**config.mk**
```make
export PLATFORM = sky130hd
export DESIGN_NAME = dcp_tx_arb
export DESIGN_NICKNAME = d
export VERILOG_FILES = /design/src/rtl/dcp_tx_arb.sv
export SDC_FILE = /design/constraint.sdc
export NUM_CORES = 1
export LEC_CHECK = 0
export CAP_MARGIN = 20
export CORE_ASPECT_RATIO = 0.5
export CORE_MARGIN = 8
export CORE_UTILIZATION = 25
export CTS_CLUSTER_SIZE = 10
export DETAILED_ROUTE_END_ITERATION = 7
export GPL_TIMING_DRIVEN = 0
export PLACE_DENSITY = 0.71
export SLEW_MARGIN = 20
export SYNTH_ARGS = -nofsm -noshare
export SYNTH_HDL_FRONTEND = slang
export SYNTH_SLANG_ARGS = --single-unit
```
**constraint.sdc**
```tcl
create_clock -name clk -period 2.7 [get_ports clk]
set_input_delay 0.675 -clock clk [delete_from_list [all_inputs] [get_ports clk]]
set_output_delay 0.675 -clock clk [all_outputs]
set_load 0.01 [all_outputs]
```
**src/rtl/dcp_tx_arb.sv**
```systemverilog
// ---------------------------------------------------------------------------
// dcp_tx_arb
//
// Round-robin arbiter that shares one transmitter between four requesters.
// A requester raises req_in[i] with its payload on dout_in[32i+31:32i] and
// its type bit on type_in[i], and holds the request until ack_out[i].
// The winner's payload and type are captured when it is granted, so the
// transmitter sees stable data no matter what the requesters do afterwards.
//
// Flow: IDLE -> GRANT (req_tx high, wait for ack_tx) -> RELEASE (wait for the
// granted requester to drop its request) -> IDLE. A requester that drops its
// request while still in GRANT aborts the transfer and goes straight back to
// IDLE without an acknowledge. After every grant the search pointer moves to
// the requester just after the one served.
//
// Optional feature: define DCP_TX_ARB_TIMEOUT_EN to add a GRANT watchdog.
// After TIMEOUT_CYC cycles in GRANT without ack_tx the grant is released
// with a one-cycle ack_out/timeout_err pulse. Without the macro the arbiter
// waits in GRANT indefinitely and timeout_err is held low.
//
// Parameters
//   TIMEOUT_CYC  GRANT-cycle limit before a forced release (2..65535)
//
// Ports
//   clk          clock, all state changes on the rising edge
//   rstn         synchronous active-low reset
//   req_in[3:0]  per-requester transmit request
//   dout_in      per-requester 32-bit payload, slot i at [32i+31:32i]
//   type_in[3:0] per-requester type bit
//   ack_out[3:0] per-requester acknowledge, one-hot or zero
//   req_tx       request to the shared transmitter
//   dout_tx      captured payload to the transmitter
//   type_tx      captured type to the transmitter
//   ack_tx       transmitter completion acknowledge
//   grant_id     index of the current or most recent grant
//   busy         high whenever the arbiter is not idle
//   timeout_err  one-cycle pulse on a watchdog release
// ---------------------------------------------------------------------------
module dcp_tx_arb #(
  parameter int TIMEOUT_CYC = 1023
) (
  input  logic         clk,
  input  logic         rstn,
  input  logic [3:0]   req_in,
  input  logic [127:0] dout_in,
  input  logic [3:0]   type_in,
  output logic [3:0]   ack_out,
  output logic         req_tx,
  output logic [31:0]  dout_tx,
  output logic         type_tx,
  input  logic         ack_tx,
  output logic [1:0]   grant_id,
  output logic         busy,
  output logic         timeout_err
);

  if (TIMEOUT_CYC < 2 || TIMEOUT_CYC > 65535) begin : g_bad_timeout_cyc
    $error("dcp_tx_arb: TIMEOUT_CYC must lie in 2..65535");
  end

  typedef enum logic [1:0] {
    S_IDLE    = 2'd0,
    S_GRANT   = 2'd1,
    S_RELEASE = 2'd2
  } state_t;

  state_t      r_state;
  state_t      w_state_nxt;
  logic [1:0]  r_ptr;
  logic [1:0]  w_ptr_nxt;
  logic [1:0]  r_grant_id;
  logic [1:0]  w_grant_id_nxt;
  logic        r_req_tx;
  logic        w_req_tx_nxt;
  logic [31:0] r_dout_tx;
  logic [31:0] w_dout_tx_nxt;
  logic        r_type_tx;
  logic        w_type_tx_nxt;

  logic [1:0]  w_sel;
  logic [31:0] w_dout_sel;
  logic        w_req_cur;
  logic        w_timeout;

  // First requester at or above the pointer, wrapping modulo 4. Walking
  // the offsets downward lets the smallest offset win the last assignment.
  function automatic logic [1:0] pick_next(input logic [3:0] req,
                                           input logic [1:0] ptr);
    logic [1:0] pick;
    logic [1:0] idx;
    pick = ptr;
    for (int k = 3; k >= 0; k--) begin
      idx = ptr + k[1:0];
      if (req[idx]) begin
        pick = idx;
      end
    end
    return pick;
  endfunction

  assign w_sel      = pick_next(req_in, r_ptr);
  assign w_dout_sel = dout_in[{w_sel, 5'd0} +: 32];
  assign w_req_cur  = req_in[r_grant_id];

`ifdef DCP_TX_ARB_TIMEOUT_EN
  localparam logic [15:0] LP_CNT_LAST = 16'(TIMEOUT_CYC - 1);

  logic [15:0] r_cnt;
  logic [15:0] w_cnt_nxt;

  // The watchdog fires only if the transmitter has not acknowledged and the
  // requester is still waiting; an ack or an abort in the same cycle wins.
  assign w_timeout = (r_state == S_GRANT) && !ack_tx && w_req_cur &&
                     (r_cnt == LP_CNT_LAST);
`else
  assign w_timeout = 1'b0;
`endif

  always_comb begin
    w_state_nxt    = r_state;
    w_ptr_nxt      = r_ptr;
    w_grant_id_nxt = r_grant_id;
    w_req_tx_nxt   = r_req_tx;
    w_dout_tx_nxt  = r_dout_tx;
    w_type_tx_nxt  = r_type_tx;
`ifdef DCP_TX_ARB_TIMEOUT_EN
    // Counter is zero everywhere outside GRANT, so it restarts per grant.
    w_cnt_nxt      = 16'd0;
`endif
    case (r_state)
      S_IDLE: begin
        if (|req_in) begin
          w_grant_id_nxt = w_sel;
          w_dout_tx_nxt  = w_dout_sel;
          w_type_tx_nxt  = type_in[w_sel];
          w_req_tx_nxt   = 1'b1;
          w_state_nxt    = S_GRANT;
        end
      end
      S_GRANT: begin
        if (ack_tx) begin
          // Ack takes precedence over a simultaneous request drop.
          w_req_tx_nxt = 1'b0;
          w_state_nxt  = S_RELEASE;
        end else if (!w_req_cur) begin
          w_req_tx_nxt = 1'b0;
          w_state_nxt  = S_IDLE;
          w_ptr_nxt    = r_grant_id + 2'd1;
        end
`ifdef DCP_TX_ARB_TIMEOUT_EN
        else if (w_timeout) begin
          w_req_tx_nxt = 1'b0;
          w_state_nxt  = S_RELEASE;
        end else begin
          w_cnt_nxt = r_cnt + 16'd1;
        end
`endif
      end
      S_RELEASE: begin
        if (!w_req_cur) begin
          w_state_nxt = S_IDLE;
          w_ptr_nxt   = r_grant_id + 2'd1;
        end
      end
      default: begin
        w_state_nxt = S_IDLE;
      end
    endcase
  end

  always_ff @(posedge clk) begin
    if (!rstn) begin
      r_state    <= S_IDLE;
      r_ptr      <= 2'd0;
      r_grant_id <= 2'd0;
      r_req_tx   <= 1'b0;
      r_dout_tx  <= 32'd0;
      r_type_tx  <= 1'b0;
    end else begin
      r_state    <= w_state_nxt;
      r_ptr      <= w_ptr_nxt;
      r_grant_id <= w_grant_id_nxt;
      r_req_tx   <= w_req_tx_nxt;
      r_dout_tx  <= w_dout_tx_nxt;
      r_type_tx  <= w_type_tx_nxt;
    end
  end

`ifdef DCP_TX_ARB_TIMEOUT_EN
  always_ff @(posedge clk) begin
    if (!rstn) begin
      r_cnt <= 16'd0;
    end else begin
      r_cnt <= w_cnt_nxt;
    end
  end
`endif

  // Acknowledge is combinational so the requester sees it in the same
  // cycle as ack_tx (or the watchdog expiry).
  always_comb begin
    ack_out = 4'd0;
    if ((r_state == S_GRANT) && (ack_tx || w_timeout)) begin
      ack_out[r_grant_id] = 1'b1;
    end
  end

  assign req_tx      = r_req_tx;
  assign dout_tx     = r_dout_tx;
  assign type_tx     = r_type_tx;
  assign grant_id    = r_grant_id;
  assign busy        = (r_state != S_IDLE);
  assign timeout_err = w_timeout;

endmodule
```
# ---- After elaboration in Yosys (flattened, before gate mapping)
# Index checks and enable logic that the tools add are counted.
dict set report totals {
  ff_bits 40
  latchBits 0
  mem_bits_rw 0
  romBits 0
  in_bits 139
  output_inout_bits 42
  elab_cells 63
  mem_count 0
}
dict set report classes {
  add_sub_neg 4
  multipliers 0
  n_div 0
  n_lt_le_gt_ge 7
  n_eq_ne 5
  shift 1
  n_mux 30
  bitwise 0
  n_reduce_logical 10
}
# operator count
set ops {}
lappend ops {{$shiftx 128x8->32} 1}
lappend ops {{$lt 2x3->1 const B} 6}
lappend ops {{$mux 2} 9}
lappend ops {{$bmux 1 s2} 6}
lappend ops {{$mux 1} 10}
lappend ops {{$pmux 2 s3} 1}
lappend ops {{$reduce_bool 2->1} 3}
lappend ops {{$add 2x1->2 const B} 2}
lappend ops {{$add 2x2->2 const B} 2}
lappend ops {{$mux 4} 1}
lappend ops {{$ne 2x2->1 const B} 2}
lappend ops {{$pmux 2 s2} 1}
lappend ops {{$reduce_and 2->1} 2}
lappend ops {{$reduce_or 4->1} 1}
lappend ops {{$ne 3x3->1 const B} 1}
lappend ops {{$reduce_and 3->1} 1}
lappend ops {{$demux 1 s2} 1}
lappend ops {{$eq 2x1->1 const B} 1}
lappend ops {{$eq 2x2->1 const B} 1}
lappend ops {{$ge 2x1->1 const B} 1}
lappend ops {{$logic_and 1x1->1} 2}
lappend ops {{$logic_not 2->1} 1}
lappend ops {{$pmux 1 s2} 1}

# ---- Longest topological paths before layout
dict set report logic_depth {
  depth_word 9
  ltp_mapped 8
  ltp_nobuf 7
}

# ---- Worst setup path after synthesis
# OpenSTA, ideal clock, no wires.
dict set report synth_path {
  path_kind {input-to-reg}
  start {in req_in[1]}
  end {reg r_dout_tx[10], in the netlist dout_tx[10]}
  setup_ns 0.117
  t_arrival_ns 2.109
  t_required_ns 2.583
  slack_ns 0.474
  cell_stages 6
  path_buffers 1
  cell_sequence {nor2_1 a21oi_2 o221ai_4 buf_6 mux4_2 a22o_1}
}
dict set report synth_via {
  elab_chain_cells 7
  word_cells_on_any_way 15
  cone_classes {1 x shift; 12 x mux; 2 x reduce/logical}
}
# item line_no
set synth_lines {}
lappend synth_lines {{start, declared} 44} ;# input logic [3:0] req_in,
lappend synth_lines {{$bmux 1 s2} 94} ;# if (req[idx]) begin
lappend synth_lines {{$mux 1 (implied by the code)} 94}
lappend synth_lines {{$mux 2 (4 in series)} 94}
lappend synth_lines {{$shiftx 128x8->32} 102} ;# assign w_dout_sel = dout_in[{w_sel, 5'd0} +: 32];
lappend synth_lines {{end signal, assigned} 184} ;# r_dout_tx <= w_dout_tx_nxt;
lappend synth_lines {{end, declared} 75} ;# logic [31:0] r_dout_tx;
# Several ways; a longest one is shown, not always the timed one. The select of a mux whose other input is x is not followed.
# A chain may end at the register's enable or synchronous reset.

# ---- Final worst setup path
dict set report layout_path {
  start {in req_in[0]}
  end {reg r_dout_tx[20], in the netlist dout_tx[20]}
}
# Same word-level chain as after synthesis.

==> impl_metrics.tcl <==
set metrics [dict create \
    cp-end-kind "register" \
    critical_path_required_ns 2.88 \
    synth-seq-cells 40 \
    setup_viol 0 \
    io_pins 181 \
    synthArstFlopShare_pct 0 \
    critPathMaxStageDelay_ns 0.59 \
    crit_path_max_fanout 10 \
    place_congestion 0.820 \
    clk_latency_ns 0.28 \
    wl_per_cell_um 19.3 \
    initial_core_util_pct 25.6 \
    clock.fmax_mhz 377 \
    drtAntennaViolNets 0 \
    drt_iter0_markers 116 \
    arrival_ns 2.83 \
    hold_violations 0 \
    antenna_found_initial 0 \
    hp-class "reg -> reg" \
    cts_tree "done" \
    crit_slowest_cell "or4_1" \
    tns_ns 0 \
    synth_cells 188 \
    rows 25 \
    critPathTopFamily "simple AND/OR/NAND/NOR gates" \
    grt_pass1_vias 2470 \
    path_clk_slew_ns 0.06 \
    die_area_um2 13300 \
    synth_compound_area_share_pct 16.8 \
    clock_skew_ns 0.00536 \
    max-cap-violations 0 \
    power_density_nw_per_um2 480 \
    synth_top_cell_by_area "dfxtp_1" \
    drive_gt1_share_pct 14.1 \
    status "complete, no violations" \
    yosys.area_share.simple_pct 6.79 \
    synth-main-ff-cell "dfxtp_1" \
    syn_nets 335 \
    fp.dieH_um 85.5 \
    cts.path.max_buffers 2 \
    nNetsFinal 522 \
    yosysWarnings 0 \
    slew_viol_final 0 \
    crit_path_start_kind "input pin" \
    crit_type "in -> reg" \
    ir_drop_v 0.000287 \
    wirelength_mm 9.88 \
    synth_cell_types 35 \
    dpl_cell_area_um2 4380 \
    syn_to_final_growth_pct 88.6 \
    synth-adder-area-share_pct 4.15 \
    nFillCells 868 \
    io_buffer_count 179 \
    drcViolationCount 0 \
    netlist.area_leader.share_pct 33.2 \
    yosysSeqAreaShare_pct 33.2 \
    fin_area_um2 4550 \
    vias_per_cell 4.56 \
    avgSynthCellArea_um2 12.8 \
    core_um2 9420 \
    drt_pre_antenna_iters 4 \
    synth_common_cells "dfxtp_1 (40), a22o_1 (33), mux4_2 (29)" \
    fin_crit_sh_pct 98.3 \
    grt_pass1_wl_mm 14.6 \
    yosys-mux-area-fraction_pct 33.8 \
    hpwl_mm 8.31 \
    cp_cell_sequence "clkdlybuf4s50_1, nor2b_1, or4_1, nand2_4, buf_6, mux4_2, a22o_1" \
    htree_levels 2 \
    path_buf_inv 2 \
    worstMarginPinSlew_ns 0.513 \
    p_leak_uw 0.00173 \
    numCtsBuffers 5 \
    num_vias 2328 \
    gr-usage-all-layers_pct 14.3 \
    die_w_um 155 \
    synth_edf_count 0 \
    cts_sinks 40 \
    synth_most_common_cell "dfxtp_1" \
    synth_area_um2 2410 \
    grt.overflow.total 0 \
    clock-root-buffer "clkbuf_16" \
    grt_max_degree 13 \
    diodes 0 \
    synthTopCellsByArea "dfxtp_1 (33%), mux4_2 (27%), a22o_1 (12%)" \
    slew-limit-headroom_pct 65.8 \
    synth_top_family_by_area "multiplexers" \
    fin_crit_ns 2.66 \
    synthXorXnorAreaFrac_pct 0 \
]
## per-layer routing
layer | GRT usage, % | routed length, um
met1 | 15.9 | 3700
met2 | 28.1 | 5770
met3 | 3.01 | 322
met4 | 2.56 | 85
met5 | 0 | 0
## area by class of cell
class | count | area (um^2) | share of cell area [%]
clock buffers | 7 | 143 | 3.13
well taps | 135 | 169 | 3.71
clock inverters | 1 | 7.51 | 0.165
repair buffers | 180 | 1800 | 39.5
inverters | 8 | 30.0 | 0.659
flip-flops and latches | 40 | 801 | 17.6
multi-input cells | 125 | 1500 | 32.9
plain buffers | 15 | 106 | 2.34
## cells by family (layout without fill, tap and decap cells)
family,after synthesis,after routing
simple gates,32,32
fa+ha+maj,8,8
other cells,1,1
buf+inv,23,211
flops,40,40
mux,37,37
compound gates,47,47
## where the power goes
part / internal (uW) / switching, uW / leakage, uW
combinational: 552 / 310 / 0.00133
sequential: 675 / 52.0 / 0.000331
clock: 368 / 231 / 0.0000701
total: 1590 / 594 / 0.00173
## layout by cell type, fill, tap and decap left out, types with 5 or more instances in the layout
cell / n
clkbuf_1: 7
inv_1: 8
mux4_2: 29
buf_6: 6
mux4_1: 5
a22o_1: 33
ha_1: 8
nor2_1: 10
clkbuf_16: 5
dfxtp_1: 40
clkdlybuf4s50_1: 177
## state kept, by name, indices dropped and copies added, names as in the netlist
register and cells:
dout_tx 32, r_ptr 2, grant_id 2, req_tx 1
r_state 2, type_tx 1
## worst reg2reg max path, stage by stage, from the launching register on
cell,delay [ns]
dfxtp_1,0.36
inv_1,0.09
ha_1,0.22
inv_1,0.09
a21o_1,0.23
and2_1,0.16
buf_1,0.24
clkbuf_1,0.42
a22o_1,0.22
## timing repair
action	in CTS	in global routing
cloned	0	0
hold buffers	0	0
gates resized for setup	1	8
setup endpoints to repair	3	31
setup buffers	1	0
pin swaps	1	1
## stage by stage
step	total power (uW)	instances	util (%)	setup slack [ns]	hold WS [ns]
finish	2190	511	48.4	0.0448	0.476
global route	2300	511	48.4	-0.00878	0.501
CTS	2210	511	48.1	-0.00168	0.481
detailed placement	1600	502	46.5	-0.322	0.463
global placement	1590	502	46.5	-0.316	0.462
floorplan	1140	188	-	0.474	0.465
## path summary, 6_finish.rpt
check / from / endpoint / slack (ns) / cells after the start
hold / removal: dout_tx[26]$_SDFFE_PN0P_ / dout_tx[26]$_SDFFE_PN0P_ / 0.48 / 1
hold reg to reg: dout_tx[26]$_SDFFE_PN0P_ / dout_tx[26]$_SDFFE_PN0P_ / 0.48 / 1
setup / recovery: req_in[0] / dout_tx[20]$_SDFFE_PN0P_ / 0.04 / 7
setup reg to reg: r_state[0]$_SDFFE_PN0P_ / dout_tx[15]$_SDFFE_PN0P_ / 0.61 / 8
No activity file was read; power rests on OpenSTA's default activity.
